[config.mk]
export PLATFORM = sky130hd
export DESIGN_NAME = delay_scheduler
export DESIGN_NICKNAME = d
export VERILOG_FILES = /design/src/rtl/delay_scheduler.sv
export SDC_FILE = /design/constraint.sdc
export NUM_CORES = 1
export LEC_CHECK = 0
export BUFFER_PORTS_ARGS = -buffer_cell sky130_fd_sc_hd__buf_2
export CORE_MARGIN = 2
export CORE_UTILIZATION = 52
export DETAILED_ROUTE_END_ITERATION = 8
export PLACE_DENSITY = 0.79
export SKIP_CTS_REPAIR_TIMING = 1
export SLEW_MARGIN = 20
export SYNTH_ARGS = -nofsm -noshare
export SYNTH_HDL_FRONTEND = slang
export SYNTH_SLANG_ARGS = --single-unit
[constraint.sdc]
create_clock -name clk -period 2.5 [get_ports clk]
set_clock_uncertainty 0.2 [all_clocks]
set_input_delay 0.5 -clock clk [delete_from_list [all_inputs] [get_ports clk]]
set_output_delay 0.5 -clock clk [all_outputs]
set_load 0.02 [all_outputs]
[src/rtl/delay_scheduler.sv]
// Round-robin owner of one shared delay timer: grant, then mid_pulse, then per-requester done. Grant is seen 1 cycle after req is sampled.
// done follows grant by offset+1 cycles. req is ignored while busy. DELAY_SCHED_PRIO0_EN gives req[0] fixed priority.
module delay_scheduler #(
  parameter int NUM_REQ = 4,
  parameter int WIDTH   = 30
) (
  input  logic                       clk,
  input  logic                       rst,
  input  logic [NUM_REQ-1:0]         req,
  input  logic [NUM_REQ*WIDTH-1:0]   delay_in,
  input  logic                       abort,
  output logic [NUM_REQ-1:0]         grant,
  output logic [NUM_REQ-1:0]         done,
  output logic                       mid_pulse,
  output logic                       busy,
  output logic [$clog2(NUM_REQ)-1:0] owner
);
  localparam int IDX_W = $clog2(NUM_REQ);
  localparam logic [IDX_W-1:0] LAST_IDX = IDX_W'(NUM_REQ - 1);

  typedef enum logic {IDLE, RUN} state_t;

  state_t             state_q, state_d;
  logic [NUM_REQ-1:0] grant_q, grant_d;
  logic [NUM_REQ-1:0] done_q, done_d;
  logic               mid_q, mid_d;
  logic               busy_q, busy_d;
  logic [IDX_W-1:0]   owner_q, owner_d;
  logic [IDX_W-1:0]   rr_ptr_q, rr_ptr_d;
  logic [WIDTH-1:0]   offset_q, offset_d;
  logic [WIDTH-1:0]   count_q, count_d;

  logic [NUM_REQ-1:0] req_rr;
  logic [IDX_W-1:0]   cand;
  logic               rr_hit;
  logic [IDX_W-1:0]   rr_idx;
  logic               arb_vld;
  logic [IDX_W-1:0]   arb_idx;
  logic               arb_upd;
  logic [WIDTH-1:0]   arb_delay;

  // Scan starts just after the last round-robin winner and wraps.
  always_comb begin
`ifdef DELAY_SCHED_PRIO0_EN
    req_rr = {req[NUM_REQ-1:1], 1'b0};
`else
    req_rr = req;
`endif
    rr_hit = 1'b0;
    rr_idx = '0;
    cand   = rr_ptr_q;
    for (int k = 0; k < NUM_REQ; k++) begin
      cand = (cand == LAST_IDX) ? '0 : cand + IDX_W'(1);
      if (!rr_hit && req_rr[cand]) begin
        rr_hit = 1'b1;
        rr_idx = cand;
      end
    end
`ifdef DELAY_SCHED_PRIO0_EN
    arb_vld = req[0] | rr_hit;
    arb_idx = req[0] ? '0 : rr_idx;
    arb_upd = !req[0];
`else
    arb_vld = rr_hit;
    arb_idx = rr_idx;
    arb_upd = 1'b1;
`endif
  end

  always_comb begin
    arb_delay = '0;
    for (int i = 0; i < NUM_REQ; i++) begin
      if (arb_idx == IDX_W'(i)) arb_delay = delay_in[i*WIDTH +: WIDTH];
    end
  end

  always_comb begin
    state_d  = state_q;
    grant_d  = '0;
    done_d   = '0;
    mid_d    = 1'b0;
    busy_d   = busy_q;
    owner_d  = owner_q;
    rr_ptr_d = rr_ptr_q;
    offset_d = offset_q;
    count_d  = count_q;
    unique case (state_q)
      IDLE: begin
        if (arb_vld) begin
          owner_d          = arb_idx;
          offset_d         = arb_delay;
          count_d          = '0;
          grant_d[arb_idx] = 1'b1;
          busy_d           = 1'b1;
          state_d          = RUN;
          if (arb_upd) rr_ptr_d = arb_idx;
        end
      end
      RUN: begin
        // Completion is checked before abort and before any increment, so a maximal offset never wraps.
        if (count_q == offset_q) begin
          done_d[owner_q] = 1'b1;
          mid_d           = (count_q == (offset_q >> 1));
          busy_d          = 1'b0;
          state_d         = IDLE;
        end else if (abort) begin
          busy_d  = 1'b0;
          state_d = IDLE;
        end else begin
          count_d = count_q + WIDTH'(1);
          mid_d   = (count_q == (offset_q >> 1));
        end
      end
      default: state_d = IDLE;
    endcase
  end

  always_ff @(posedge clk) begin
    if (rst) begin
      state_q  <= IDLE;
      grant_q  <= '0;
      done_q   <= '0;
      mid_q    <= 1'b0;
      busy_q   <= 1'b0;
      owner_q  <= '0;
      rr_ptr_q <= LAST_IDX;
      offset_q <= '0;
      count_q  <= '0;
    end else begin
      state_q  <= state_d;
      grant_q  <= grant_d;
      done_q   <= done_d;
      mid_q    <= mid_d;
      busy_q   <= busy_d;
      owner_q  <= owner_d;
      rr_ptr_q <= rr_ptr_d;
      offset_q <= offset_d;
      count_q  <= count_d;
    end
  end

  assign grant     = grant_q;
  assign done      = done_q;
  assign mid_pulse = mid_q;
  assign busy      = busy_q;
  assign owner     = owner_q;

endmodule

**Word level (Yosys, flattened, before mapping)**

Cells that the tools add are included.

- Add/sub/neg operators: 5
- Reduce and logical (&&, ||, !) cells: 15
- Magnitude comparators: 8
- Eq/ne operators: 13
- Multiplexer cells: 42
- Bitwise operators: 3

Operator list:

| operator | number |
|---|---|
| two-way mux 30 bit | 7 |
| case mux 30 bit (2 select lines) | 1 |
| adder 30 x 1 -> 30 bit, second input constant | 1 |
| == test 30 x 29 -> 1 bit | 1 |
| == test 30 bit | 1 |
| < comparator 2 x 3 -> 1 bit, second input constant | 6 |
| two-way mux 1 bit | 18 |
| two-way mux 2 bit | 8 |
| == test 2 bit, second input constant | 6 |
| adder 2 x 1 -> 2 bit, second input constant | 4 |
| binary-select mux 1 bit (select 2 bit) | 4 |
| != test 2 bit, second input constant | 3 |
| OR reduction 3 bit | 2 |
| logical AND 1 bit | 5 |
| demux 1 bit (select 2 bit) | 2 |
| greater-or-equal comparator 2 x 1 -> 1 bit, second input constant | 2 |
| case mux 1 bit (2 select lines) | 2 |
| AND reduction 2 bit | 2 |
| logical NOT 1 bit | 3 |
| != test 3 x 2 -> 1 bit, second input constant | 1 |
| NOT 1 bit | 3 |
| AND reduction 3 bit | 1 |
| == test 2 x 1 -> 1 bit, second input constant | 1 |
| logical NOT 2 bit | 1 |
| OR reduction 2 bit | 1 |

- Input bits: 127
- Output and inout bits: 12
- Flip-flop bits (word level): 75

**Longest topological paths before layout**

- Word-level depth: 19
- Gate-level depth with buffers: 9

**Worst setup path after synthesis**

Ideal clock, no wire load.

- Path kind: reg-to-reg
- Start point: register rr_ptr_q[0]
- End point: register offset_q[28]
- Stages on the path, launching flop included: 9
- Data arrival time: 1.847 ns
- Slack: 0.333 ns
- Period minus slack after synthesis: 2.167 ns
- Library setup time: 0.120 ns
- Data required time: 2.180 ns
- Path buffers: 1
- Cells stage by stage: dfxtp_1 > ha_1 > or2_1 > a22o_1 > a211oi_1 > nand2b_1 > buf_2 > a21oi_1 > a211o_1

- Cells in the longest elaborated chain, start to end: 19

Ends and longest elaborated chain:

| item | line | source |
|---|---|---|
| start: declaration | 29 | `logic [IDX_W-1:0] rr_ptr_q, rr_ptr_d;` |
| start signal: assignment | 136 | `rr_ptr_q <= rr_ptr_d;` |
| adder 2 x 1 -> 2 bit / == test 2 bit (equally long branches) | 53 | `cand = (cand == LAST_IDX) ? '0 : cand + IDX_W'(1);` |
| two-way mux 2 bit (*) | 53 |  |
| parallel branches: the longest is 17 deep, another holds adder 2 x 1 -> 2 bit | -- |  |
| end signal: assignment | 137 | `offset_q <= offset_d;` |
| end: declaration | 30 | `logic [WIDTH-1:0] offset_q, offset_d;` |

Mark *: on every way between the ends. The select of a mux whose other input is x is not followed.
A chain may end at the register's enable or synchronous reset.

**Final worst setup path**

- Start point: register rr_ptr_q[0]
- End point: register offset_q[14]

Same word-level chain as after synthesis.

==> impl_metrics.tcl <==
set metrics [dict create \
    ys_ff_latch 75 \
    fmax_ghz 0.425 \
    critPathCaptureType "register" \
    critPathRequiredTime_ns 2.55 \
    rows 34 \
    grt_max_degree 64 \
    top_usage_layer "met2" \
    grt_use_total_pct 28.9 \
    synthesis.instances 602 \
    worst_ep_arrival_time_ns 2.40 \
    status "finished, final reports clean" \
    synth-main-ff-cell "dfxtp_1" \
    grt_first_pass_wirelength_mm 22.8 \
    gp_congestion 1.00 \
    clk_pin_slew_ns 0.08 \
    use_met2_pct 51.4 \
    dieArea_um2 9750 \
    yosys.area.top_type "dfxtp_1" \
    layout-drive-gt1-share_pct 29.1 \
    antenna_found_initial 0 \
    drc_errors 0 \
    worstSetupStartpointType "register" \
    synth_area_per_cell_um2 7.75 \
    ios 139 \
    root_buffer "clkbuf_8" \
    ctsLongestPathBuffers 2 \
    diodes 0 \
    yosysUniqueCellTypes 50 \
    synth_common_cells "nand2_1, a21oi_1, dfxtp_1" \
    cts.sinks 75 \
    reg2reg_to "offset_q[14]$_SDFFE_PP0P_" \
    power.leakage_nw 2.90 \
    post-synth-top-count-cell "nand2_1" \
    irDropWorstVdd_v 0.000313 \
    crit_chain "ha_1, or2_1, a22o_1, a211oi_1, nand2b_1, buf_12, a21oi_1, a211o_1" \
    holdPathStages 2 \
    min_path_type "in -> reg" \
    worst-path-max-fanout 32 \
    final-setup-viol-count 0 \
    routed_wl_mm 13.7 \
    cts_buffers 9 \
    fin_util_pct 66.8 \
    met3_usage_pct 7.09 \
    clock_latency_ns 0.37 \
    htree_levels 3 \
    slowest_delay_ns 0.35 \
    port_buffers 138 \
    hold_viol_final 0 \
    n_fill_cell 762 \
    globalRoute.totalOverflow 0 \
    synth-seq-area-share_pct 32.2 \
    syn_nets 731 \
    hp-start "abort" \
    wire_per_inst_um 15.9 \
    finalSetupTns_ns 0 \
    worst_slew_pin_slew_ns 0.366 \
    dp_hpwl_mm 10.6 \
    min_period_ns 2.36 \
    die_width_um 98.7 \
    viasPerCell 5.66 \
    drt_iter0_drc 268 \
    grt_setup_unrepaired "no" \
    power_density_nw_per_um2 611 \
    reg2reg_from "rr_ptr_q[0]$_SDFFE_PP1P_" \
    whs_endpoint "mid_pulse$_SDFF_PP0_" \
    synth_edf_count 0 \
    synth.area.top_cells "dfxtp_1, nand2_1, a21oi_1" \
    first_pass_iters 4 \
    fp.dieH_um 98.7 \
    drtAntennaViolNets 0 \
    rrSetupSlack_ns 0.14 \
    power_mw 3.56 \
    synth_top_area_share_pct 32.2 \
    nNetsFinal 878 \
    slew_headroom_pct 75.5 \
    grt_use_met1_pct 33.5 \
    grt_pass1_vias 4817 \
    start_util_pct 53.5 \
    maxSlewViolCount 0 \
    period_share_pct 94.2 \
    coreArea_um2 8720 \
    via_count 4876 \
    synth-async-reset-ratio_pct 0 \
    cp_slowest_cell "a211oi_1" \
    ys_warn_count 0 \
    syn_area_um2 4670 \
    worstSetupPathType "reg -> reg" \
    cts_tree "built" \
    syn_to_final_growth_pct 24.9 \
    cap_violations 0 \
    r2r_cells 8 \
]
==> logic make-up after synthesis <==
group                      after synthesis  share of synthesized area [%]
DFF                                     75                           32.2
buffers and inverters                   55                           5.60
and+or+nand+nor                        249                           27.5
muxes                                    2                          0.456
xor gates and xnor gates                67                           12.6
AOI/OAI and AO/OA                      152                           21.2
adders and majority gates                2                          0.536
==> cell type report <==
| class | instances | area, um2 | share of cell area, % |
|---|---|---|---|
| clock buffer | 9 | 124 | 2.13 |
| inverter | 8 | 30.0 | 0.515 |
| sequential | 75 | 1500 | 25.8 |
| clock inverter | 6 | 57.6 | 0.988 |
| timing repair buffer | 183 | 1070 | 18.3 |
| multi-input combinational | 472 | 2910 | 50.0 |
| tap | 108 | 135 | 2.32 |
==> layout by cell type, fill, tap and decap left out, types with 8 or more instances in the layout <==
| master | Yosys | final |
|---|---|---|
| nand2_1 | 139 | 139 |
| buf_2 | 17 | 138 |
| a21oi_1 | 77 | 77 |
| dfxtp_1 | 75 | 75 |
| xor2_1 | 44 | 44 |
| buf_4 | 0 | 42 |
| a211o_1 | 31 | 31 |
| nor2_1 | 29 | 28 |
| xnor2_1 | 23 | 23 |
| nand4_1 | 18 | 18 |
| nand3_1 | 12 | 12 |
| o21a_1 | 11 | 11 |
| o21ai_0 | 9 | 9 |
| clkbuf_8 | 0 | 9 |
| inv_1 | 8 | 8 |
==> layer usage <==
metal | part of all wire [%] | vias to the layer above
li1 | - | 2392
met1 | 40 | 2268
met3 | 5.4 | 38
met5 | 0 | -
met4 | 3.4 | 0
met2 | 51 | 178
==> where the power goes <==
| group | leakage, nW | switching (mW) | internal [mW] |
|---|---|---|---|
| Clock | 0.0946 | 0.450 | 0.448 |
| Combinational | 2.19 | 0.672 | 0.537 |
| Sequential | 0.612 | 0.137 | 1.32 |
| Total | 2.90 | 1.26 | 2.30 |
==> worst max-delay path by stage <==
stage                        startpoint                        end  depth (start not counted)
2_1_floorplan  rr_ptr_q[0]$_SDFFE_PP1P_  offset_q[28]$_SDFFE_PP0P_                          8
3_3_place_gp                      abort   count_q[29]$_SDFFE_PP0P_                          7
3_5_place_dp                      abort   count_q[29]$_SDFFE_PP0P_                          7
4_1_cts        rr_ptr_q[0]$_SDFFE_PP1P_  offset_q[14]$_SDFFE_PP0P_                          8
5_1_grt        rr_ptr_q[0]$_SDFFE_PP1P_  offset_q[17]$_SDFFE_PP0P_                          8
6_report       rr_ptr_q[0]$_SDFFE_PP1P_  offset_q[14]$_SDFFE_PP0P_                          8
==> registers in the layout, indices dropped and copies added, names as in the netlist, 2 cells and up <==
signal    count
count_q      30
offset_q     30
done          4
grant         4
owner         2
rr_ptr_q      2
==> critical path: cells and delay by family, from the launching register on <==
kind                       cells  cell delay, ns
adders and majority gates      1            0.20
and+or+nand+nor                2            0.46
DFF                            1            0.34
buffers and inverters          1            0.19
AOI/OAI and AO/OA              4            0.85
==> through the flow <==
| step | hold WS (ns) | std cells | area, um2 | setup slack (ns) |
|---|---|---|---|---|
| final | 0.157 | 861 | 5830 | 0.144 |
| after global placement | 0.260 | 846 | 5650 | 0.205 |
| after global routing | 0.150 | 861 | 5830 | 0.0205 |
| after floorplan | 0.240 | 602 | 4670 | 0.333 |
| after CTS | 0.152 | 861 | 5830 | 0.159 |
| after detailed placement | 0.276 | 846 | 5650 | 0.152 |
Power figures use the tool's default switching activity.
